--- config.mk ---
export PLATFORM = sky130hd
export DESIGN_NAME = memory_arbiter_rr_flat
export DESIGN_NICKNAME = d
export VERILOG_FILES = /design/src/rtl/memory_arbiter_rr_pkg.sv /design/src/rtl/memory_arbiter_rr_if.sv /design/src/rtl/memory_arbiter_rr_arbiter.sv /design/src/rtl/memory_arbiter_rr.sv /design/src/flat_wrapper.sv
export SDC_FILE = /design/constraint.sdc
export NUM_CORES = 1
export LEC_CHECK = 0
export ABC_CLOCK_PERIOD_IN_PS = 4100
export BUFFER_PORTS_ARGS = -buffer_cell sky130_fd_sc_hd__buf_2
export CORE_AREA = 3 3 142 144
export CTS_BUF_LIST = sky130_fd_sc_hd__clkbuf_8
export DETAILED_ROUTE_END_ITERATION = 16
export DIE_AREA = 0 0 145 147
export GPL_ROUTABILITY_DRIVEN = 0
export HOLD_SLACK_MARGIN = 0.12
export SLEW_MARGIN = 20
export SYNTH_ARGS = -nofsm -noshare
export SYNTH_HDL_FRONTEND = slang
export SYNTH_HIERARCHICAL = 1
export SYNTH_SLANG_ARGS = --single-unit
--- constraint.sdc ---
create_clock -name CLK -period 4.1 [get_ports CLK]
set_clock_uncertainty 0.2 [all_clocks]
set_input_delay 0.82 -clock CLK [delete_from_list [all_inputs] [get_ports CLK]]
set_output_delay 0.82 -clock CLK [all_outputs]
set_load 0.005 [all_outputs]
--- src/rtl/memory_arbiter_rr_pkg.sv ---
// Shared types and constants for the round-robin memory arbiter.
//   ramstate_t  : RAM port response (FREE/BUSY/ACCESS/ERROR)
//   word_t      : 32-bit data word
//   arb_state_t : arbiter state machine states
//   req_kind_t  : kind of cache request being serviced
//   BAD_WORD    : value returned on the load buses when a transfer is aborted
package memory_arbiter_rr_pkg;

  typedef enum logic [1:0] {
    FREE   = 2'd0,
    BUSY   = 2'd1,
    ACCESS = 2'd2,
    ERROR  = 2'd3
  } ramstate_t;

  typedef logic [31:0] word_t;

  typedef enum logic [1:0] {
    IDLE,
    XFER,
    RECOVER
  } arb_state_t;

  typedef enum logic [1:0] {
    K_IF,
    K_DR,
    K_DW
  } req_kind_t;

  localparam word_t BAD_WORD = 32'hBAD1BAD1;

  // Writes drive ramWEN, every other kind drives ramREN.
  function automatic logic kind_is_write(input req_kind_t kind);
    return kind == K_DW;
  endfunction

endpackage

--- src/rtl/memory_arbiter_rr_if.sv ---
// Bus bundle between the per-CPU caches, the arbiter and the RAM port.
//   Cache side : iREN/dREN/dWEN, iaddr/daddr/dstore (requests in),
//                iwait/dwait, iload/dload (responses out)
//   RAM side   : ramaddr/ramstore/ramREN/ramWEN (out), ramload/ramstate (in)
//   Status     : err_flag (sticky abort indication)
// Modports: slave = arbiter view, master = requester/RAM-model view.
interface memory_arbiter_rr_if #(
  parameter int unsigned CPUS   = 2,
  parameter int unsigned ADDR_W = 32,
  parameter int unsigned WORD_W = 32
) ();
  import memory_arbiter_rr_pkg::*;

  logic [CPUS-1:0]             iREN;
  logic [CPUS-1:0]             dREN;
  logic [CPUS-1:0]             dWEN;
  logic [CPUS-1:0][ADDR_W-1:0] iaddr;
  logic [CPUS-1:0][ADDR_W-1:0] daddr;
  logic [CPUS-1:0][WORD_W-1:0] dstore;
  logic [CPUS-1:0]             iwait;
  logic [CPUS-1:0]             dwait;
  logic [WORD_W-1:0]           iload;
  logic [WORD_W-1:0]           dload;

  logic [ADDR_W-1:0]           ramaddr;
  logic [WORD_W-1:0]           ramstore;
  logic                        ramREN;
  logic                        ramWEN;
  logic [WORD_W-1:0]           ramload;
  ramstate_t                   ramstate;

  logic                        err_flag;

  modport slave (
    input  iREN, dREN, dWEN, iaddr, daddr, dstore, ramload, ramstate,
    output iwait, dwait, iload, dload, ramaddr, ramstore, ramREN, ramWEN, err_flag
  );

  modport master (
    output iREN, dREN, dWEN, iaddr, daddr, dstore, ramload, ramstate,
    input  iwait, dwait, iload, dload, ramaddr, ramstore, ramREN, ramWEN, err_flag
  );

endinterface

--- src/rtl/memory_arbiter_rr_arbiter.sv ---
// Combinational round-robin arbiter.
//   req     : one request bit per requester
//   ptr     : highest-priority requester this round
//   gnt_idx : first requesting index at or after ptr (wrapping)
//   valid   : at least one request is present
module memory_arbiter_rr_arbiter #(
  parameter int unsigned N    = 2,
  localparam int unsigned IdxW = (N > 1) ? $clog2(N) : 1
) (
  input  logic [N-1:0]    req,
  input  logic [IdxW-1:0] ptr,
  output logic [IdxW-1:0] gnt_idx,
  output logic            valid
);

  always_comb begin
    logic [IdxW-1:0] idx;
    gnt_idx = '0;
    valid   = 1'b0;
    idx     = '0;
    for (int unsigned i = 0; i < N; i++) begin
      idx = IdxW'((32'(ptr) + i) % N);
      if (!valid && req[idx]) begin
        valid   = 1'b1;
        gnt_idx = idx;
      end
    end
  end

endmodule

--- src/rtl/memory_arbiter_rr.sv ---
// N-CPU memory controller: round-robin arbitration of per-CPU cache requests
// onto a single RAM port, with ERROR retry, a stall timeout and a sticky
// error flag.
//   CLK  : clock, rising edge
//   nRST : synchronous reset, active low
//   bus  : cache request/response and RAM port bundle (slave view)
// One transfer at a time: IDLE grants, XFER drives the RAM port, RECOVER
// spends one cycle with strobes low after an ERROR before reissuing.
module memory_arbiter_rr #(
  parameter int unsigned CPUS     = 2,
  parameter int unsigned ADDR_W   = 32,
  parameter int unsigned WORD_W   = 32,
  parameter int unsigned TIMEOUT  = 64,
  parameter int unsigned MAX_RTRY = 3
) (
  input logic                CLK,
  input logic                nRST,
  memory_arbiter_rr_if.slave bus
);
  import memory_arbiter_rr_pkg::*;

  localparam int unsigned IdxW  = (CPUS > 1) ? $clog2(CPUS) : 1;
  localparam int unsigned CycW  = $clog2(TIMEOUT);
  localparam int unsigned RtryW = (MAX_RTRY > 0) ? $clog2(MAX_RTRY + 1) : 1;

  arb_state_t        state_q;
  req_kind_t         kind_q;
  logic [IdxW-1:0]   owner_q;
  logic [IdxW-1:0]   rr_ptr_q;
  logic [CycW-1:0]   cyc_cnt_q;
  logic [RtryW-1:0]  rtry_cnt_q;
  logic [ADDR_W-1:0] ram_addr_q;
  logic [WORD_W-1:0] ram_store_q;
  logic              ram_ren_q;
  logic              ram_wen_q;
  logic              err_flag_q;

  logic [CPUS-1:0]   any_req;
  logic              arb_valid;
  logic [IdxW-1:0]   arb_idx;
  req_kind_t         pick_kind;
  logic [ADDR_W-1:0] pick_addr;
  logic [IdxW-1:0]   ptr_next;
  logic              xfer_done;
  logic              xfer_error;
  logic              xfer_abort;

  assign any_req = bus.iREN | bus.dREN | bus.dWEN;

  memory_arbiter_rr_arbiter #(
    .N(CPUS)
  ) u_arb (
    .req     (any_req),
    .ptr     (rr_ptr_q),
    .gnt_idx (arb_idx),
    .valid   (arb_valid)
  );

  // Within the granted CPU, writes beat data reads beat instruction fetches.
  always_comb begin
    if (bus.dWEN[arb_idx]) begin
      pick_kind = K_DW;
    end else if (bus.dREN[arb_idx]) begin
      pick_kind = K_DR;
    end else begin
      pick_kind = K_IF;
    end
    pick_addr = (pick_kind == K_IF) ? bus.iaddr[arb_idx] : bus.daddr[arb_idx];
  end

  assign ptr_next = (owner_q == IdxW'(CPUS - 1)) ? '0 : owner_q + 1'b1;

  // ACCESS always wins; otherwise an ERROR beyond the retry budget or the last
  // permitted XFER cycle ends the transfer as an abort.
  always_comb begin
    xfer_done  = (state_q == XFER) && (bus.ramstate == ACCESS);
    xfer_error = (state_q == XFER) && (bus.ramstate == ERROR);
    xfer_abort = (state_q == XFER) && !xfer_done &&
                 ((xfer_error && (rtry_cnt_q >= RtryW'(MAX_RTRY))) ||
                  (cyc_cnt_q >= CycW'(TIMEOUT - 1)));
  end

  always_ff @(posedge CLK) begin
    if (!nRST) begin
      state_q     <= IDLE;
      kind_q      <= K_IF;
      owner_q     <= '0;
      rr_ptr_q    <= '0;
      cyc_cnt_q   <= '0;
      rtry_cnt_q  <= '0;
      ram_addr_q  <= '0;
      ram_store_q <= '0;
      ram_ren_q   <= 1'b0;
      ram_wen_q   <= 1'b0;
      err_flag_q  <= 1'b0;
    end else begin
      unique case (state_q)
        IDLE: begin
          if (arb_valid) begin
            owner_q     <= arb_idx;
            kind_q      <= pick_kind;
            ram_addr_q  <= pick_addr;
            ram_store_q <= bus.dstore[arb_idx];
            ram_ren_q   <= !kind_is_write(pick_kind);
            ram_wen_q   <= kind_is_write(pick_kind);
            cyc_cnt_q   <= '0;
            rtry_cnt_q  <= '0;
            state_q     <= XFER;
          end
        end
        XFER: begin
          if (cyc_cnt_q != '1) begin
            cyc_cnt_q <= cyc_cnt_q + 1'b1;
          end
          if (xfer_done) begin
            ram_ren_q <= 1'b0;
            ram_wen_q <= 1'b0;
            rr_ptr_q  <= ptr_next;
            state_q   <= IDLE;
          end else if (xfer_abort) begin
            ram_ren_q  <= 1'b0;
            ram_wen_q  <= 1'b0;
            err_flag_q <= 1'b1;
            state_q    <= IDLE;
          end else if (xfer_error) begin
            ram_ren_q <= 1'b0;
            ram_wen_q <= 1'b0;
            if (rtry_cnt_q != '1) begin
              rtry_cnt_q <= rtry_cnt_q + 1'b1;
            end
            state_q <= RECOVER;
          end
        end
        RECOVER: begin
          // Reissue the latched transfer unchanged.
          ram_ren_q <= !kind_is_write(kind_q);
          ram_wen_q <= kind_is_write(kind_q);
          state_q   <= XFER;
        end
        default: begin
          ram_ren_q <= 1'b0;
          ram_wen_q <= 1'b0;
          state_q   <= IDLE;
        end
      endcase
    end
  end

  // Waits mirror requests; only the owner's matching wait drops, and only in
  // the cycle the transfer finishes (normally or by abort).
  always_comb begin
    bus.iwait = bus.iREN;
    bus.dwait = bus.dREN | bus.dWEN;
    bus.iload = bus.ramload;
    bus.dload = bus.ramload;
    if (xfer_abort) begin
      bus.iload = WORD_W'(BAD_WORD);
      bus.dload = WORD_W'(BAD_WORD);
    end
    if (xfer_done || xfer_abort) begin
      if (kind_q == K_IF) begin
        bus.iwait[owner_q] = 1'b0;
      end else begin
        bus.dwait[owner_q] = 1'b0;
      end
    end
  end

  assign bus.ramaddr  = ram_addr_q;
  assign bus.ramstore = ram_store_q;
  assign bus.ramREN   = ram_ren_q;
  assign bus.ramWEN   = ram_wen_q;
  assign bus.err_flag = err_flag_q;

endmodule

--- src/flat_wrapper.sv ---
// flat-port wrapper written by rule: the top's interface ports become plain ports
module memory_arbiter_rr_flat import memory_arbiter_rr_pkg::*;
#(
  parameter int unsigned CPUS     = 2,
  parameter int unsigned ADDR_W   = 32,
  parameter int unsigned WORD_W   = 32,
  parameter int unsigned TIMEOUT  = 64,
  parameter int unsigned MAX_RTRY = 3
)
  (CLK, nRST, bus_iREN, bus_dREN, bus_dWEN, bus_iaddr, bus_daddr, bus_dstore, bus_ramload, bus_ramstate, bus_iwait, bus_dwait, bus_iload, bus_dload, bus_ramaddr, bus_ramstore, bus_ramREN, bus_ramWEN, bus_err_flag);
  memory_arbiter_rr_if #(.CPUS(CPUS), .ADDR_W(ADDR_W), .WORD_W(WORD_W)) bus_i ();
  input logic CLK;
  input logic nRST;
  input wire logic [$bits(bus_i.iREN)-1:0] bus_iREN;
  input wire logic [$bits(bus_i.dREN)-1:0] bus_dREN;
  input wire logic [$bits(bus_i.dWEN)-1:0] bus_dWEN;
  input wire logic [$bits(bus_i.iaddr)-1:0] bus_iaddr;
  input wire logic [$bits(bus_i.daddr)-1:0] bus_daddr;
  input wire logic [$bits(bus_i.dstore)-1:0] bus_dstore;
  input wire logic [$bits(bus_i.ramload)-1:0] bus_ramload;
  input wire logic [$bits(bus_i.ramstate)-1:0] bus_ramstate;
  output wire logic [$bits(bus_i.iwait)-1:0] bus_iwait;
  output wire logic [$bits(bus_i.dwait)-1:0] bus_dwait;
  output wire logic [$bits(bus_i.iload)-1:0] bus_iload;
  output wire logic [$bits(bus_i.dload)-1:0] bus_dload;
  output wire logic [$bits(bus_i.ramaddr)-1:0] bus_ramaddr;
  output wire logic [$bits(bus_i.ramstore)-1:0] bus_ramstore;
  output wire logic [$bits(bus_i.ramREN)-1:0] bus_ramREN;
  output wire logic [$bits(bus_i.ramWEN)-1:0] bus_ramWEN;
  output wire logic [$bits(bus_i.err_flag)-1:0] bus_err_flag;
  assign bus_i.iREN = bus_iREN;
  assign bus_i.dREN = bus_dREN;
  assign bus_i.dWEN = bus_dWEN;
  assign bus_i.iaddr = bus_iaddr;
  assign bus_i.daddr = bus_daddr;
  assign bus_i.dstore = bus_dstore;
  assign bus_i.ramload = bus_ramload;
  assign bus_i.ramstate = bus_ramstate;
  assign bus_iwait = bus_i.iwait;
  assign bus_dwait = bus_i.dwait;
  assign bus_iload = bus_i.iload;
  assign bus_dload = bus_i.dload;
  assign bus_ramaddr = bus_i.ramaddr;
  assign bus_ramstore = bus_i.ramstore;
  assign bus_ramREN = bus_i.ramREN;
  assign bus_ramWEN = bus_i.ramWEN;
  assign bus_err_flag = bus_i.err_flag;
  memory_arbiter_rr #(.CPUS(CPUS), .ADDR_W(ADDR_W), .WORD_W(WORD_W), .TIMEOUT(TIMEOUT), .MAX_RTRY(MAX_RTRY)) u_core (.CLK(CLK), .nRST(nRST), .bus(bus_i));
endmodule
---- Yosys cells after proc, flatten, opt, wreduce, memory -nomap -nowiden ----
Index checks and enable logic that the tools add are counted.
Widths: inputs -> output; s select.
cells by class
  add/sub/neg operators ................... 4
  multipliers ............................. 0
  div/mod/pow operators ................... 0
  order comparisons ....................... 7
  equality and inequality tests ........... 15
  shift operators ......................... 0
  muxes and demuxes ....................... 50
  bitwise logic cells ..................... 7
  reductions and logical operators ........ 23
operators with widths
  cell                 count
  $mux 32              8
  $mux 2               14
  $mux 1               20
  $mux 6               2
  $pmux 6 s2           1
  $eq 2x2->1 const B   5
  $ne 2x2->1 const B   5
  $lt 1x2->1 const B   4
  $logic_and 1x1->1    7
  $add 6x1->6 const B  1
  $ge 6x6->1 const B   1
  $logic_not 2->1      3
  $ne 6x6->1 const B   1
  $or 2x2->2           3
  $pmux 1 s3           2
  $pmux 2 s3           1
  $reduce_and 2->1     3
  $reduce_and 3->1     2
  $reduce_and 6->1     1
  $and 2x2->2          2
  $logic_not 1->1      4
  $ne 2x1->1 const B   2
  $ne 4x1->1 const B   1
  $pmux 2 s2           1
  10 further kinds     12
word-level totals
  flip-flop bits (word level) ............. 81
  latch bits .............................. 0
  memory bits (writable) .................. 0
  ROM bits ................................ 0
  bits of input ports ..................... 234
  logic and storage cells ................. 117
  memories ................................ 0

---- Depth between registers and ports, before layout ----
Gate-level depths: netlist of run 1.
  word-level depth ........................ 16
  mapped depth ............................ 10
  gate-level depth less buffers ........... 6

---- Cells and area by module ----
The synthesis of run 1 kept the hierarchy.
modules (own cells, without submodules)
  module                     instances  cells an instance  area each (um^2)  seq. area each (um^2)
  memory_arbiter_rr          1          518                4914.7            1621.6
  memory_arbiter_rr_arbiter  1          3                  17.5              0.0

---- Worst setup path before layout of run 1 ----
No wires, ideal clock.
  path type ............................... input port to flip-flop
  start point ............................. input bus_dREN[1]
  end point ............................... register u_core.ram_addr_q[22] (netlist: u_core/bus.ramaddr[22])
  data arrival time ....................... 2.969 ns
  required time ........................... 3.817 ns
  setup slack ............................. 0.848 ns
  cell stages on the path ................. 10
  path through ............................ nor2_2 > clkbuf_1 > nand2_1 > or2_1 > or3b_1 > clkbuf_1 > clkbuf_1 > clkbuf_1 > nand3_1 > o221ai_2
RTL lines
  what                                        line                             text
  from (decl)                                 flat_wrapper.sv:15               input wire logic [$bits(bus_i.dREN)-1:0] bus_dREN;
  $or 2x2->2 (*) (2 in series)                memory_arbiter_rr.sv:48          assign any_req = bus.iREN | bus.dREN | bus.dWEN;
  named net u_core.any_req[1]                 memory_arbiter_rr.sv:38          logic [CPUS-1:0] any_req;
  $mux 1 (not written as such) (2 in series)  memory_arbiter_rr_arbiter.sv:23  if (!valid && req[idx]) begin
  $mux 1                                      memory_arbiter_rr_arbiter.sv:23
  $logic_not 1->1                             memory_arbiter_rr_arbiter.sv:23
  $logic_and 1x1->1                           memory_arbiter_rr_arbiter.sv:23
  $mux 1 (*)                                  memory_arbiter_rr_arbiter.sv:23
  named net u_core.arb_valid                  memory_arbiter_rr.sv:39          logic arb_valid;
  $reduce_and 2->1 (no line) (*)              --
  to (signal assigned)                        memory_arbiter_rr.sv:102         ram_addr_q <= pick_addr;
  to (decl)                                   memory_arbiter_rr.sv:32          logic [ADDR_W-1:0] ram_addr_q;
Mark *: on every way through the listed nets, which the timed path passes. The rest lies on a longest branch. The select of a mux whose other input is x is not followed.
A chain may end at the register's enable or synchronous reset.

---- Worst setup path after layout of run 1 ----
  start point ............................. register u_core.state_q[0]
  end point ............................... output bus_dwait[0]
between the ends
  longest elaborated chain between the ends .. 7
ends and longest elaborated chain
  what                                                          line                                                                       text
  from (decl)                                                   memory_arbiter_rr.sv:26                                                    arb_state_t state_q;
  from (signal assigned)                                        memory_arbiter_rr.sv:85                                                    state_q <= IDLE;
  from (signal assigned)                                        memory_arbiter_rr.sv:108                                                   state_q <= XFER;
  from (signal assigned)                                        memory_arbiter_rr.sv:119                                                   state_q <= IDLE;
  $eq 2x1->1 (*)                                                memory_arbiter_rr.sv:76, memory_arbiter_rr.sv:77, memory_arbiter_rr.sv:78
  $logic_and 1x1->1 (on tied branches)                          memory_arbiter_rr.sv:76, memory_arbiter_rr.sv:77
  $logic_not 1->1 / $logic_and 1x1->1 (equally long branches)   memory_arbiter_rr.sv:78, memory_arbiter_rr.sv:79
  $logic_and 1x1->1 / $logic_or 1x1->1 (equally long branches)  memory_arbiter_rr.sv:78, memory_arbiter_rr.sv:79
  $logic_and 1x1->1                                             memory_arbiter_rr.sv:78                                                    xfer_abort = (state_q == XFER) && !xfer_done &&
  $logic_or 1x1->1 (*)                                          memory_arbiter_rr.sv:160                                                   if (xfer_done || xfer_abort) begin
  $mux 2 (*)                                                    memory_arbiter_rr.sv:160
  to (decl)                                                     flat_wrapper.sv:23                                                         output wire logic [$bits(bus_i.dwait)-1:0] bus_dwait;
Every way passes the cells marked *; elsewhere a longest branch is shown, timed or not.

==> flow_summary.yaml, run 1 <==
global_route:
  grt_pass1_vias: 5026
  grt_max_degree: 70
  grt_overflow: 0
  grt.total_usage_pct: 16.0
  grt_pass1_wl_um: 27400
  grt_antenna_before_repair: 1
sta:
  tns_ns: 0
  fin_crit_ns: 3.35
  rsz0062_at_grt: "false"
  hold_viol: 0
  finalSetupViolCount: 0
  whs_ns: 0.279
  drv_slew: 0
  period_share_pct: 81.6
  worst_pin_slew_ns: 0.970
  slew_headroom_pct: 35.3
  timing.fmax_mhz: 299
clocking:
  cts.sinks: 81
  cts_setup_buffers: 0
  cts_resized: 0
  htree_num_levels: 3
  clk-insertion-delay-late_ns: 0.36
  numCtsBuffers: 9
  cts_tree: "built"
  clkTransAtPathRegs_ns: 0.08
  cts-root-buf: "clkbuf_8"
  ctsHoldBuffers: 0
  cts_buffer_depth: 2
cells_and_area:
  final_nets: 1066
  ff_latch_area_um2: 1620
  drive_above_1_share_pct: 52.0
  final_area_um2: 6990
  fillers: 1919
  area_growth_pct: 41.8
  multi_input_area_um2: 2880
routing:
  routedWlPerCell_um: 16.4
  first_pass_iters: 4
  drt-vias-per-instance: 4.61
  num_vias: 5046
  drt-initial-drc-count: 189
  postRouteAntennaNets: 0
  routed_wl_um: 18000
  drcViolationCount: 0
synth:
  syn_nets: 757
  synth_top_area_share_pct: 32.9
  yosysSeqAreaShare_pct: 32.9
  syn-cell-area_um2: 4930
  ys_warn_count: 6
  synth_area_leader_cell: "dfxtp_1"
  ys_async_sr_fraction_pct: 0
  post_synth_num_cell_types: 49
  synth_commonest_cells: "101 x mux2i_1, 81 x dfxtp_1, 40 x nor2_1, 39 x a211oi_1, 38 x nand3_1"
  syn_area_per_cell_um2: 9.47
  synthCells: 521
  yosysMostFrequentCell: "mux2i_1"
  synth-seq-cells: 81
  synth_area_leaders: "dfxtp_1 33%, mux2i_1 20%, o221ai_2 9.1%"
  synth_edf_count: 0
  ys.flop_type: "dfxtp_1"
critical_path:
  worstSetupEndpoint: "bus_dwait[0]"
  cp_max_fo: 15
  ff2ff_setup_slack_ns: 1.69
  critPathLaunchType: "register"
  required_ns: 3.08
  ff2ff_path_depth: 3
  startpoint: "u_core/state_q[0]"
  crit_arrival_ns: 2.33
  worstSetupPathType: "register to output pin"
  r2r_start: "u_core/state_q[1]"
  crit-reg2reg-capture: "u_core/bus.ramaddr[1]"
  critPathCaptureType: "output pin"
floorplanning:
  num_rows: 50
  core_um2: 18800
  dieArea_um2: 21300
  die_w_um: 145
  die_h_um: 147
  start_util_pct: 26.2
  io_pins: 369
hold_path:
  hp-class: "register to register"
pwr:
  cellPowerDensity_nw_per_um2: 306
  leakage_nw: 3.19
  ir_drop_uv: 151
run:
  cap_violations: 0
placement:
  hpwl_um: 14200
  port_buffers: 368
  placed_area_um2: 6770
outcome:
  status: "finished clean"
per-stage QoR:
stage               utilization (%)  cells  setup WS (ns)  power [W]
global route                   37.1   1095          0.497    0.00227
detailed placement             36.0   1079          0.755    0.00151
floorplan                         -    521          0.848    0.00124
CTS                            37.1   1094          0.723    0.00218
finish                         37.1   1095          0.754    0.00214
global placement               36.0   1079          0.773    0.00151
registers in the layout (all words and copies together), names as in the netlist:
signal,cells
u_core/owner_q,1
u_core/rr_ptr_q,1
u_core/state_q,2
u_core/bus.ramWEN,1
u_core/bus.err_flag,1
u_core/bus.ramREN,1
u_core/bus.ramaddr,32
u_core/rtry_cnt_q,2
u_core/kind_q,2
u_core/cyc_cnt_q,6
u_core/bus.ramstore,32
area by class of cell:
class | instances | share of cell area (%)
clock inverter | 5 | 1.15
tap | 260 | 4.65
multi-input combinational | 352 | 41.2
clock buffer | 10 | 1.97
sequential | 81 | 23.2
inverter | 8 | 0.429
timing repair buffer | 378 | 27.4
antenna | 1 | 0.0358
cells by family (layout without fill, tap and decap cells):
group	Yosys count	after routing	share of synthesized area, %
buf+inv	88	401	9.66
fa+ha+maj	2	2	0.507
mux	101	101	20.5
simple gates	117	117	11.7
other cells	0	1	0
compound gates	132	132	24.8
flops	81	81	32.9
routing by layer:
metal | vias to the layer above | GRT usage [%] | part of all wire, %
met2 | 243 | 28.0 | 49
li1 | 2543 | - | -
met4 | 0 | 7.22 | 2.8
met3 | 27 | 4.60 | 8.9
met5 | - | 0 | 0
met1 | 2233 | 18.2 | 39
how the worst min path moves through the flow:
stage                            from                     end  slack [ns]  cells past startpoint
3_5_place_dp    u_core/bus.ramaddr[0]   u_core/bus.ramaddr[0]        0.27                      2
6_report         u_core/rtry_cnt_q[1]    u_core/rtry_cnt_q[1]        0.28                      2
3_3_place_gp      u_core/bus.err_flag     u_core/bus.err_flag        0.26                      2
5_1_grt        u_core/bus.ramaddr[29]  u_core/bus.ramaddr[29]        0.31                      2
4_1_cts          u_core/rtry_cnt_q[1]    u_core/rtry_cnt_q[1]        0.29                      2
2_1_floorplan    u_core/rtry_cnt_q[1]    u_core/rtry_cnt_q[1]        0.25                      2
report_power, final:
group | total (W) | internal [W] | switching, W
sequential | 0.000907 | 0.000863 | 0.0000443
combinational | 0.000577 | 0.000283 | 0.000293
clock | 0.000655 | 0.000355 | 0.000300
placed cells by master, fill, tap and decap left out, drive strengths merged, types with 5 or more instances in the layout:
| cell | n |
|---|---|
| clkbuf | 10 |
| o21a | 15 |
| nor2 | 41 |
| mux2i | 101 |
| nand2 | 12 |
| o221ai | 32 |
| o21bai | 19 |
| dfxtp | 81 |
| a21oi | 5 |
| nand3 | 38 |
| buf | 378 |
| inv | 8 |
| a211oi | 39 |
critical path, stage by stage, from the launching register on:
cell,delay [ns]
dfxtp_1,0.65
nand2b_1,0.20
o32ai_1,0.71
a21oi_1,0.20
buf_2,0.20
No activity file was read; power rests on OpenSTA's default activity.
==> inputs of run 2 (changes only) <==
--- a/config.mk
+++ b/config.mk
@@ -5,12 +5,13 @@
 export SDC_FILE = /design/constraint.sdc
 export NUM_CORES = 1
 export LEC_CHECK = 0
-export ABC_CLOCK_PERIOD_IN_PS = 4100
+export ABC_AREA = 1
+export ABC_CLOCK_PERIOD_IN_PS = 3500
 export BUFFER_PORTS_ARGS = -buffer_cell sky130_fd_sc_hd__buf_2
-export CORE_AREA = 3 3 142 144
+export CORE_AREA = 3 3 141 143
 export CTS_BUF_LIST = sky130_fd_sc_hd__clkbuf_8
 export DETAILED_ROUTE_END_ITERATION = 16
-export DIE_AREA = 0 0 145 147
+export DIE_AREA = 0 0 144 146
 export GPL_ROUTABILITY_DRIVEN = 0
 export HOLD_SLACK_MARGIN = 0.12
 export SLEW_MARGIN = 20
==> constraint.sdc (replaced) <==
create_clock -name CLK -period 3.5 [get_ports CLK]
set_clock_uncertainty 0.2 [all_clocks]
set_input_delay 0.7 -clock CLK [delete_from_list [all_inputs] [get_ports CLK]]
set_output_delay 0.7 -clock CLK [all_outputs]
set_load 0.005 [all_outputs]
==> flow_summary.yaml, run 2 <==
outcome:
  status: "finished clean"
cells_and_area:
  antennaDiodeCount: 0
  final_cell_mix: "368 x buf_2, 198 x nand2_1, 169 x nand3_1"
  fillers: 2063
  area_growth_pct: 40.2
  drive_above_1_share_pct: 40.4
  final_nets: 1278
  multi_input_area_um2: 2610
  final_common_cell: "buf_2"
  fin_util_pct: 36.5
  ff_latch_area_um2: 1620
  finalNonFillerCells: 1281
synth:
  ys_warn_count: 6
  synth_area_leaders: "dfxtp_1 33%, nand3_1 17%, nand2_1 15%"
  post_synth_num_cell_types: 30
  syn_area_per_cell_um2: 6.64
  syn_nets: 970
  syn-cell-area_um2: 4870
  synth-seq-cells: 81
  ys.flop_type: "dfxtp_1"
  yosysMostFrequentCell: "nand2_1"
  synthCells: 734
  ys_async_sr_fraction_pct: 0
  synth_top_area_share_pct: 33.3
  yosysSeqAreaShare_pct: 33.3
  synth_edf_count: 0
  synth_area_leader_cell: "dfxtp_1"
  synth_commonest_cells: "198 x nand2_1, 169 x nand3_1, 81 x dfxtp_1, 43 x inv_1, 40 x buf_4"
pwr:
  clock_power_share_pct: 30.6
  seqPwrFrac_pct: 41.2
  leakage_nw: 3.69
  cellPowerDensity_nw_per_um2: 379
  pwr-share-comb_pct: 28.2
  total_power_w: 0.00259
  p_sw_w: 0.000827
  intPower_w: 0.00176
  p_sw_share_pct: 32.0
  ir_drop_uv: 203
clocking:
  cts_buffer_depth: 2
  cts_setup_buffers: 0
  cts_tree: "built"
  cts-root-buf: "clkbuf_8"
  clk-insertion-delay-late_ns: 0.36
  htree_num_levels: 3
  numCtsBuffers: 9
  cts_resized: 0
  ctsHoldBuffers: 0
  clkTransAtPathRegs_ns: 0.09
  cts.sinks: 81
global_route:
  grt_pass1_vias: 5468
  grt_overflow: 0
  grt_max_degree: 69
  grt_antenna_before_repair: 0
  grt.total_usage_pct: 16.5
  grt_pass1_wl_um: 27700
critical_path:
  cp_max_fo: 33
  required_ns: 2.60
  worstSetupPathType: "register to output pin"
  crit_arrival_ns: 2.14
  critPathCaptureType: "output pin"
  critPathLaunchType: "register"
routing:
  first_pass_iters: 4
  routed_wl_um: 18500
  drt-vias-per-instance: 4.53
  num_vias: 5808
  routedWlPerCell_um: 14.4
  wl_met1_um: 6950
  postRouteAntennaNets: 0
  wl_met3_um: 1390
  dr_wl_met2_um: 9750
  drt-initial-drc-count: 292
  drcViolationCount: 0
  top_layer_used: "met4"
sta:
  fin_ws_ns: 0.459
  rsz0062_at_grt: "false"
  finalSetupViolCount: 0
  fin_crit_ns: 3.04
  hold_viol: 0
  worst_pin_slew_ns: 0.878
  timing.fmax_mhz: 329
  tns_ns: 0
  period_share_pct: 86.9
  drv_slew: 0
  slew_headroom_pct: 41.3
floorplanning:
  dieArea_um2: 21000
  core_um2: 18700
  die_h_um: 146
  die_w_um: 144
  num_rows: 50
  start_util_pct: 26.0
  io_pins: 369
placement:
  pre_cts_ws_ns: 0.317
  hpwl_um: 14300
  port_buffers: 368
  dp_cells: 1265
hold_path:
  hp-class: "register to register"
run:
  cap_violations: 0
-- run 2: kinds of logic after synthesis --
| logic type | count (synthesis) | share of synthesized area [%] |
|---|---|---|
| buf+inv | 126 | 13.7 |
| simple gates | 434 | 39.4 |
| mux | 32 | 6.57 |
| fa+ha+maj | 2 | 0.514 |
| compound gates | 59 | 6.45 |
| flops | 81 | 33.3 |
-- run 2: worst paths after layout --
| path | from | to | slack [ns] | depth (start not counted) |
|---|---|---|---|---|
| setup reg to reg | u_core/state_q[1] | u_core/kind_q[0] | 1.06 | 5 |
| hold / removal | u_core/bus.ramaddr[2] | u_core/bus.ramaddr[2] | 0.25 | 2 |
| setup / recovery | u_core/cyc_cnt_q[0] | bus_iload[25] | 0.46 | 9 |
| hold reg to reg | u_core/bus.ramaddr[2] | u_core/bus.ramaddr[2] | 0.25 | 2 |
-- run 2: area by class of cell --
class / instances / area share [%]
clock inverters: 6 / 1.34
inverters: 47 / 2.58
well taps: 234 / 4.29
clock buffers: 10 / 2.02
flip-flops and latches: 81 / 23.7
repair buffers: 376 / 27.8
multi-input cells: 527 / 38.2
-- run 2: stage by stage --
step	area, um^2	hold WS, ns
after floorplan	4870	0.223
after global placement	6600	0.233
after detailed placement	6600	0.234
after CTS	6830	0.254
after global routing	6830	0.271
final	6830	0.251
-- run 2: power groups by stage --
stage          clock [W]  combinational [W]  sequential, W
2_1_floorplan          0           0.000405        0.00109
3_3_place_gp           0           0.000734        0.00109
3_5_place_dp           0           0.000738        0.00109
4_1_cts         0.000832           0.000740        0.00107
5_1_grt         0.000871           0.000824        0.00108
6_report        0.000792           0.000729        0.00107
-- run 2: critical path: stages, from the launching register on --
cell and delay (ns):
dfxtp_1 0.38, ha_1 0.22, inv_1 0.05, nor2_1 0.12, nand2_1 0.10, nand2_1 0.09, nand2_2 0.10, inv_2 0.37
or2_2 0.23, buf_2 0.12
-- run 2: metal layers --
metal  global-route usage (%)  up-vias
met4                     5.74        0
met3                     3.84       23
met2                     30.8      257
li1                         -     2983
met1                     18.0     2545
met5                        0        -
